**src/rtl/mips_multicycle_ctrl.sv**
```systemverilog
// Multi-cycle MIPS control FSM: FETCH/DECODE/EXEC/MEM/WB sequencing with memory ready handshake and wait timeout.
// Optional macro CTRL_BNE_EN enables bne (opcode 000101); otherwise bne decodes as illegal.
module mips_multicycle_ctrl #(
  parameter int unsigned ALUOP_W     = 2,
  parameter int unsigned MEM_TIMEOUT = 16,
  parameter int unsigned TMO_W       = 5
) (
  input  logic               clk,
  input  logic               reset,
  input  logic [5:0]         opcode,
  input  logic [5:0]         func,
  input  logic               zero,
  input  logic               mem_ready,
  output logic [2:0]         state,
  output logic               mem_req,
  output logic               mem_we,
  output logic               iord,
  output logic               ir_write,
  output logic               pc_write,
  output logic [1:0]         pc_src,
  output logic [1:0]         reg_dst,
  output logic [1:0]         mem_to_reg,
  output logic [1:0]         alu_src_b,
  output logic [ALUOP_W-1:0] alu_op,
  output logic               reg_write,
  output logic               instr_done,
  output logic               illegal_op,
  output logic               mem_err
);

  localparam logic [2:0] FETCH  = 3'd0;
  localparam logic [2:0] DECODE = 3'd1;
  localparam logic [2:0] EXEC   = 3'd2;
  localparam logic [2:0] MEM    = 3'd3;
  localparam logic [2:0] WB     = 3'd4;

  localparam logic [5:0] OP_RTYPE = 6'b000000;
  localparam logic [5:0] OP_J     = 6'b000010;
  localparam logic [5:0] OP_JAL   = 6'b000011;
  localparam logic [5:0] OP_BEQ   = 6'b000100;
  localparam logic [5:0] OP_BNE   = 6'b000101;
  localparam logic [5:0] OP_ADDI  = 6'b001000;
  localparam logic [5:0] OP_ORI   = 6'b001101;
  localparam logic [5:0] OP_LW    = 6'b100011;
  localparam logic [5:0] OP_SW    = 6'b101011;

  logic [2:0]       state_q, state_d;
  logic [TMO_W-1:0] wait_q, wait_d;

  logic is_r, is_jr, is_addi, is_ori, is_lw, is_sw, is_beq, is_bne, is_j, is_jal, legal;
  logic tmo_hit;

  logic             req_c, we_c, iord_c, irw_c, pcw_c, rw_c, done_c, ill_c, err_c;
  logic [1:0]       pcs_c, rd_c, m2r_c, asb_c;
  logic [ALUOP_W-1:0] aop_c;

  always_comb begin
    is_r    = (opcode == OP_RTYPE) &&
              (func == 6'b100000 || func == 6'b100100 || func == 6'b100101 ||
               func == 6'b101010 || func == 6'b000000);
    is_jr   = (opcode == OP_RTYPE) && (func == 6'b001000);
    is_addi = (opcode == OP_ADDI);
    is_ori  = (opcode == OP_ORI);
    is_lw   = (opcode == OP_LW);
    is_sw   = (opcode == OP_SW);
    is_beq  = (opcode == OP_BEQ);
    is_j    = (opcode == OP_J);
    is_jal  = (opcode == OP_JAL);
`ifdef CTRL_BNE_EN
    is_bne  = (opcode == OP_BNE);
`else
    is_bne  = 1'b0;
`endif
    legal = is_r | is_jr | is_addi | is_ori | is_lw | is_sw | is_beq | is_bne | is_j | is_jal;
  end

  // mem_ready on the final permitted wait cycle takes priority over the abort
  assign tmo_hit = (MEM_TIMEOUT != 0) && !mem_ready &&
                   (wait_q == TMO_W'(MEM_TIMEOUT - 1));

  always_comb begin
    state_d = FETCH;
    req_c = 1'b0; we_c = 1'b0; iord_c = 1'b0; irw_c = 1'b0; pcw_c = 1'b0;
    rw_c = 1'b0; done_c = 1'b0; ill_c = 1'b0; err_c = 1'b0;
    pcs_c = 2'd0; rd_c = 2'd0; m2r_c = 2'd0; asb_c = 2'd0;
    aop_c = '0;
    case (state_q)
      FETCH: begin
        req_c = 1'b1;
        asb_c = 2'd1;
        if (mem_ready) begin
          irw_c   = 1'b1;
          pcw_c   = 1'b1;
          state_d = DECODE;
        end else if (tmo_hit) begin
          err_c  = 1'b1;
          done_c = 1'b1;
        end
      end
      DECODE: begin
        if (legal) state_d = EXEC;
        else begin
          ill_c  = 1'b1;
          done_c = 1'b1;
        end
      end
      EXEC: begin
        if (is_r) begin
          aop_c = ALUOP_W'(2'b10);
          state_d = WB;
        end else if (is_addi) begin
          asb_c = 2'd2;
          state_d = WB;
        end else if (is_ori) begin
          asb_c = 2'd3;
          aop_c = ALUOP_W'(2'b11);
          state_d = WB;
        end else if (is_lw || is_sw) begin
          asb_c = 2'd2;
          state_d = MEM;
        end else if (is_beq || is_bne) begin
          aop_c  = ALUOP_W'(2'b01);
          pcw_c  = is_beq ? zero : ~zero;
          pcs_c  = 2'd1;
          done_c = 1'b1;
        end else if (is_j || is_jal) begin
          pcw_c  = 1'b1;
          pcs_c  = 2'd2;
          done_c = 1'b1;
          if (is_jal) begin
            rw_c  = 1'b1;
            rd_c  = 2'd2;
            m2r_c = 2'd2;
          end
        end else if (is_jr) begin
          pcw_c  = 1'b1;
          pcs_c  = 2'd3;
          done_c = 1'b1;
        end
      end
      MEM: begin
        req_c  = 1'b1;
        iord_c = 1'b1;
        we_c   = is_sw;
        if (mem_ready) begin
          if (is_lw) state_d = WB;
          else done_c = 1'b1;
        end else if (tmo_hit) begin
          err_c  = 1'b1;
          done_c = 1'b1;
        end else begin
          state_d = MEM;
        end
      end
      WB: begin
        rw_c   = 1'b1;
        done_c = 1'b1;
        rd_c   = is_r ? 2'd1 : 2'd0;
        m2r_c  = is_lw ? 2'd1 : 2'd0;
      end
      default: state_d = FETCH;
    endcase
  end

  // Timeout in FETCH keeps the state code, so the counter is cleared explicitly there too
  always_comb begin
    wait_d = wait_q;
    if ((state_d != state_q) || tmo_hit) wait_d = '0;
    else if ((state_q == FETCH || state_q == MEM) && !mem_ready && (MEM_TIMEOUT != 0))
      wait_d = wait_q + 1'b1;
  end

  always_ff @(posedge clk) begin
    if (reset) begin
      state_q <= FETCH;
      wait_q  <= '0;
    end else begin
      state_q <= state_d;
      wait_q  <= wait_d;
    end
  end

  assign state      = reset ? '0 : state_q;
  assign mem_req    = req_c  & ~reset;
  assign mem_we     = we_c   & ~reset;
  assign iord       = iord_c & ~reset;
  assign ir_write   = irw_c  & ~reset;
  assign pc_write   = pcw_c  & ~reset;
  assign pc_src     = reset ? '0 : pcs_c;
  assign reg_dst    = reset ? '0 : rd_c;
  assign mem_to_reg = reset ? '0 : m2r_c;
  assign alu_src_b  = reset ? '0 : asb_c;
  assign alu_op     = reset ? '0 : aop_c;
  assign reg_write  = rw_c   & ~reset;
  assign instr_done = done_c & ~reset;
  assign illegal_op = ill_c  & ~reset;
  assign mem_err    = err_c  & ~reset;

endmodule

```
**config.mk**
```make
export PLATFORM = sky130hd
export DESIGN_NAME = mips_multicycle_ctrl
export DESIGN_NICKNAME = d
export VERILOG_FILES = /design/src/rtl/mips_multicycle_ctrl.sv
export SDC_FILE = /design/constraint.sdc
export NUM_CORES = 1
export LEC_CHECK = 0
export ABC_AREA = 1
export CAP_MARGIN = 15
export CORE_MARGIN = 1
export CORE_UTILIZATION = 39
export DETAILED_ROUTE_END_ITERATION = 6
export PLACE_DENSITY = 0.79
export SYNTH_ARGS = -nofsm -noshare
export SYNTH_HDL_FRONTEND = slang
export SYNTH_SLANG_ARGS = --single-unit
```
**constraint.sdc**
```tcl
create_clock -name clk -period 1.6 [get_ports clk]
set_clock_uncertainty 0.15 [all_clocks]
set_input_delay 0.32 -clock clk [delete_from_list [all_inputs] [get_ports clk]]
set_output_delay 0.32 -clock clk [all_outputs]
set_load 0.03 [all_outputs]
```
==> results of run 1 <==
[cells by family after synthesis]
family / Yosys count
multiplexers: 1
AO/OA/AOI/OAI: 16
XOR/XNOR: 3
AND/OR/NAND/NOR: 99
adder cells (fa/ha/maj): 2
buffers and inverters: 31
flip-flops: 8
[through the flow]
stage	instance area (um^2)	hold WS (ns)	std cells
after detailed placement	1850	0.364	271
after floorplan	1160	0.331	160
after global placement	1850	0.343	271
[cells in the mapped netlist, types with 4 or more instances]
master and instances:
nand3_2 5, nor2_2 8, dfxtp_1 8, nand2_1 24
inv_2 8, nor2_4 4, nor2_1 31, nand2_2 7
a21oi_1 8, inv_1 20, nand3_1 9
==> impl_metrics.toml, run 1 <==
[synth]
seq_area_frac_synth = 0.165
async_reset_ff_frac = 0
synth_top_family_by_area = "simple AND/OR/NAND/NOR gates"
synth_compound_area_frac = 0.106
synth_fp_nets = 178
ys_types = 31
syn_inst = 160
ys_warn_count = 0
yosys.area.top_type = "dfxtp_1"
synth_area_per_cell_um2 = 6.07
ys_seq_elements = 8
yosys.area_share.adder = 0.0258
synth_top_area_frac = 0.165
synth_xor_area_frac = 0.0271
dominantRegCellSynth = "dfxtp_1"
yosys.area_share.simple = 0.543
syn_area_um2 = 971
synth.area.top_cells = "dfxtp_1 (16%), nor2_1 (12%), nand2_1 (9.3%)"
synth_edf_count = 0
synth_mux_area_frac = 0.0103

[placed_design]
gp_congestion = 0.919
hpwl_um = 2810
dp_slack_ns = -0.822
port_buffers = 37

[die]
num_rows = 17
die_x_um = 51.9
die_h_um = 51.9
initial_core_util = 0.427
ios = 38

[clocking]
cts-root-buf = "clkbuf_4"
cts_buffer_depth = 2
clock-sinks = 8
post_cts_buffers = 12
postCtsHoldBufs = 0
cts_resized = 138
htreeDepth = 1
cts_buffers = 3

[status]
run_status = "aborted with a tool error"
error = "[ERROR DPL-0033] detailed placement checks failed during check placement."
haltStage = "clock tree synthesis (4_1_cts)"
==> run 2, diff against run 1 <==
- CORE_AREA: not set -> 2 2 63 65
- CORE_MARGIN: 1 -> not set
- CORE_UTILIZATION: 39 -> not set
- DIE_AREA: not set -> 0 0 65 67
- PLACE_DENSITY: 0.79 -> not set
- PLACE_DENSITY_LB_ADDON: not set -> 0.15
- clock period: 1.6 -> 2.1 ns (I/O delays scaled with it)
==> run 2 against run 1 <==
Against the previous run:
- the flow now finishes, with violations (negative setup slack)
- synthesized cell count unchanged
- synthesized area unchanged
==> impl_metrics.toml, run 2 <==
[status]
run_status = "complete, but fails checks"
violations = "negative setup slack"

[die]
num_rows = 22
ios = 38
die_x_um = 65
dieArea_mm2 = 0.00436
die_h_um = 67
coreArea_mm2 = 0.00361
initial_core_util = 0.269

[clocking]
cts.clk_slew.worst_paths_ns = 0.04
clkLatencyLatePin_ns = 0.22
htreeDepth = 1
clock-sinks = 8
cts_buffers = 3
cts-root-buf = "clkbuf_8"
cts_buffer_depth = 2
cts_tree = "built"

[final_layout]
drive_above_1_share = 0.670
final_util = 0.518
layout.nets = 253
layout_common_cells = "buf_4 (46), nor2_2 (18), buf_6 (17)"
regArea_um2 = 168
final_common_cell = "buf_4"
largest_register_ffs = 5
regMostFlops = "wait_q"
fin_area_mm2 = 0.00187
multi_input_area_um2 = 883
top_regs = "wait_q x5, state_q x3"
area_delta_synth_final_pct = 92.5
num_antenna_cells = 0
stdcell_count = 281
fill_cells = 367

[power]
p_leak_nw = 0.858
peakVddDrop_mv = 0.357
powerDensity_mw_per_mm2 = 288

[critical_path]
critical_path.startpoint = "wait_q[0]$_SDFFE_PP0P_"
r2r_start = "wait_q[0]$_SDFFE_PP0P_"
cp.required_ns = 1.53
crit_fanout = 3
worstSetupStartpointType = "flip-flop"
cp.arrival_ns = 1.72
endpoint_kind = "primary output"
critPathKind = "flip-flop to primary output"

[synth]
synth_compound_area_frac = 0.106
ys_types = 31
ys_warn_count = 0
syn_area_um2 = 971
async_reset_ff_frac = 0
synth_top_area_frac = 0.165
ys_seq_elements = 8
syn_inst = 160
yosys.area.top_type = "dfxtp_1"
synth_most_common_cell = "nor2_1"
synth_area_per_cell_um2 = 6.07
seq_area_frac_synth = 0.165
synth_xor_area_frac = 0.0271
synth_edf_count = 0
yosys.area_share.simple = 0.543
yosys.area_share.adder = 0.0258
synth.area.top_cells = "dfxtp_1 (16%), nor2_1 (12%), nand2_1 (9.3%)"
dominantRegCellSynth = "dfxtp_1"
synth_fp_nets = 178
synthTopCellsByCount = "nor2_1 (31), nand2_1 (24), inv_1 (20)"
synth_top_family_by_area = "simple AND/OR/NAND/NOR gates"
synth_mux_area_frac = 0.0103

[placed_design]
place_area_mm2 = 0.00160
gp_congestion = 0.786
hpwl_um = 2560
port_buffers = 37
dp_slack_ns = -0.488
place_inst = 274

[route]
drt-wirelength-per-cell_um = 11.6
dr.pass1.iters = 4
routed_via_density = 4.53
drc = 0
drt_iter0_markers = 35
ant_nets = 0
wl_um = 3250
via_count = 1272

[timing]
hold_viol_final = 0
period_share = 1.09
max_freq_mhz = 437
setup_viol = 6
worst_slack_ns = -0.187
rsz0062_at_grt = "yes"
slew_viol_final = 0
period_minus_slack_ns = 2.29
tightestPinTransition_ns = 0.411
holdWs_ns = 0.352
max_slew_margin = 0.724

[global_route]
grt_usage = 0.155
grt_antenna_before_repair = 0
grt_pass1_wl_um = 5440
gr-total-overflow = 0
grt_pass1_vias = 1252
grt_max_degree = 12

[run]
max_cap_viol_count = 0

[worst_hold_path]
min_path_type = "flip-flop to flip-flop"
min_from = "wait_q[4]$_SDFFE_PP0P_"
==> run 2: cell counts after synthesis <==
Identical to the previous run, type by type.
==> run 2: kinds of logic (layout without fill, tap and decap cells) <==
| logic type | after synthesis | after routing |
|---|---|---|
| AO/OA/AOI/OAI | 16 | 16 |
| AND/OR/NAND/NOR | 99 | 99 |
| XOR/XNOR | 3 | 3 |
| multiplexers | 1 | 1 |
| buffers and inverters | 31 | 104 |
| flip-flops | 8 | 8 |
| adder cells (fa/ha/maj) | 2 | 2 |
==> run 2: stage by stage <==
| step | total power [mW] | TNS (ns) |
|---|---|---|
| finish | 0.539 | -0.269 |
| detailed placement | 0.338 | -6.24 |
| floorplan | 0.251 | -0.228 |
| global route | 0.568 | -0.935 |
| CTS | 0.535 | -0.273 |
| global placement | 0.335 | -5.64 |
==> run 2: area by class of cell <==
type / count / area share
multi-input cells: 121 / 0.473
repair buffers: 72 / 0.324
flip-flops and latches: 8 / 0.0897
well taps: 48 / 0.0321
clock buffers: 3 / 0.0221
inverters: 29 / 0.0596
==> run 2: what timing repair did <==
action | 4_1_cts | 5_1_grt
endpoints found under the setup margin | 17 | 13
hold buffers | 0 | 0
buffers inserted | 4 | 1
pin swaps | 27 | 19
resized for setup | 102 | 28
cloned | 0 | 0
==> run 2: path summary, 6_finish.rpt <==
path | to | slack, ns | depth (start not counted)
setup reg to reg | wait_q[1]$_SDFFE_PP0P_ | 0.33 | 12
hold / removal | wait_q[4]$_SDFFE_PP0P_ | 0.35 | 2
hold reg to reg | wait_q[4]$_SDFFE_PP0P_ | 0.35 | 2
setup / recovery | instr_done | -0.19 | 10
==> run 2: critical path, cell delays in order (launching register included) <==
cell     delay, ns
dfxtp_2       0.34
ha_4          0.13
inv_2         0.03
nor2_2        0.10
ha_2          0.17
inv_2         0.06
nand2_2       0.06
nand2_1       0.05
o21a_1        0.20
a31oi_4       0.19
buf_6         0.15
==> run 2: report_power, final <==
part	switching, mW	internal [mW]
logic	0.112	0.0873
registers	0.00361	0.155
clock network	0.0571	0.124
==> run 2: metal layers <==
layer  GRT usage  vias up  wire, um
met5           0        -         0
met4     0.00266        0         0
met3      0.0304        0       140
met2       0.299       27      1730
met1       0.186      593      1380
li1            -      652         -
(Power assumes the default switching activity.)
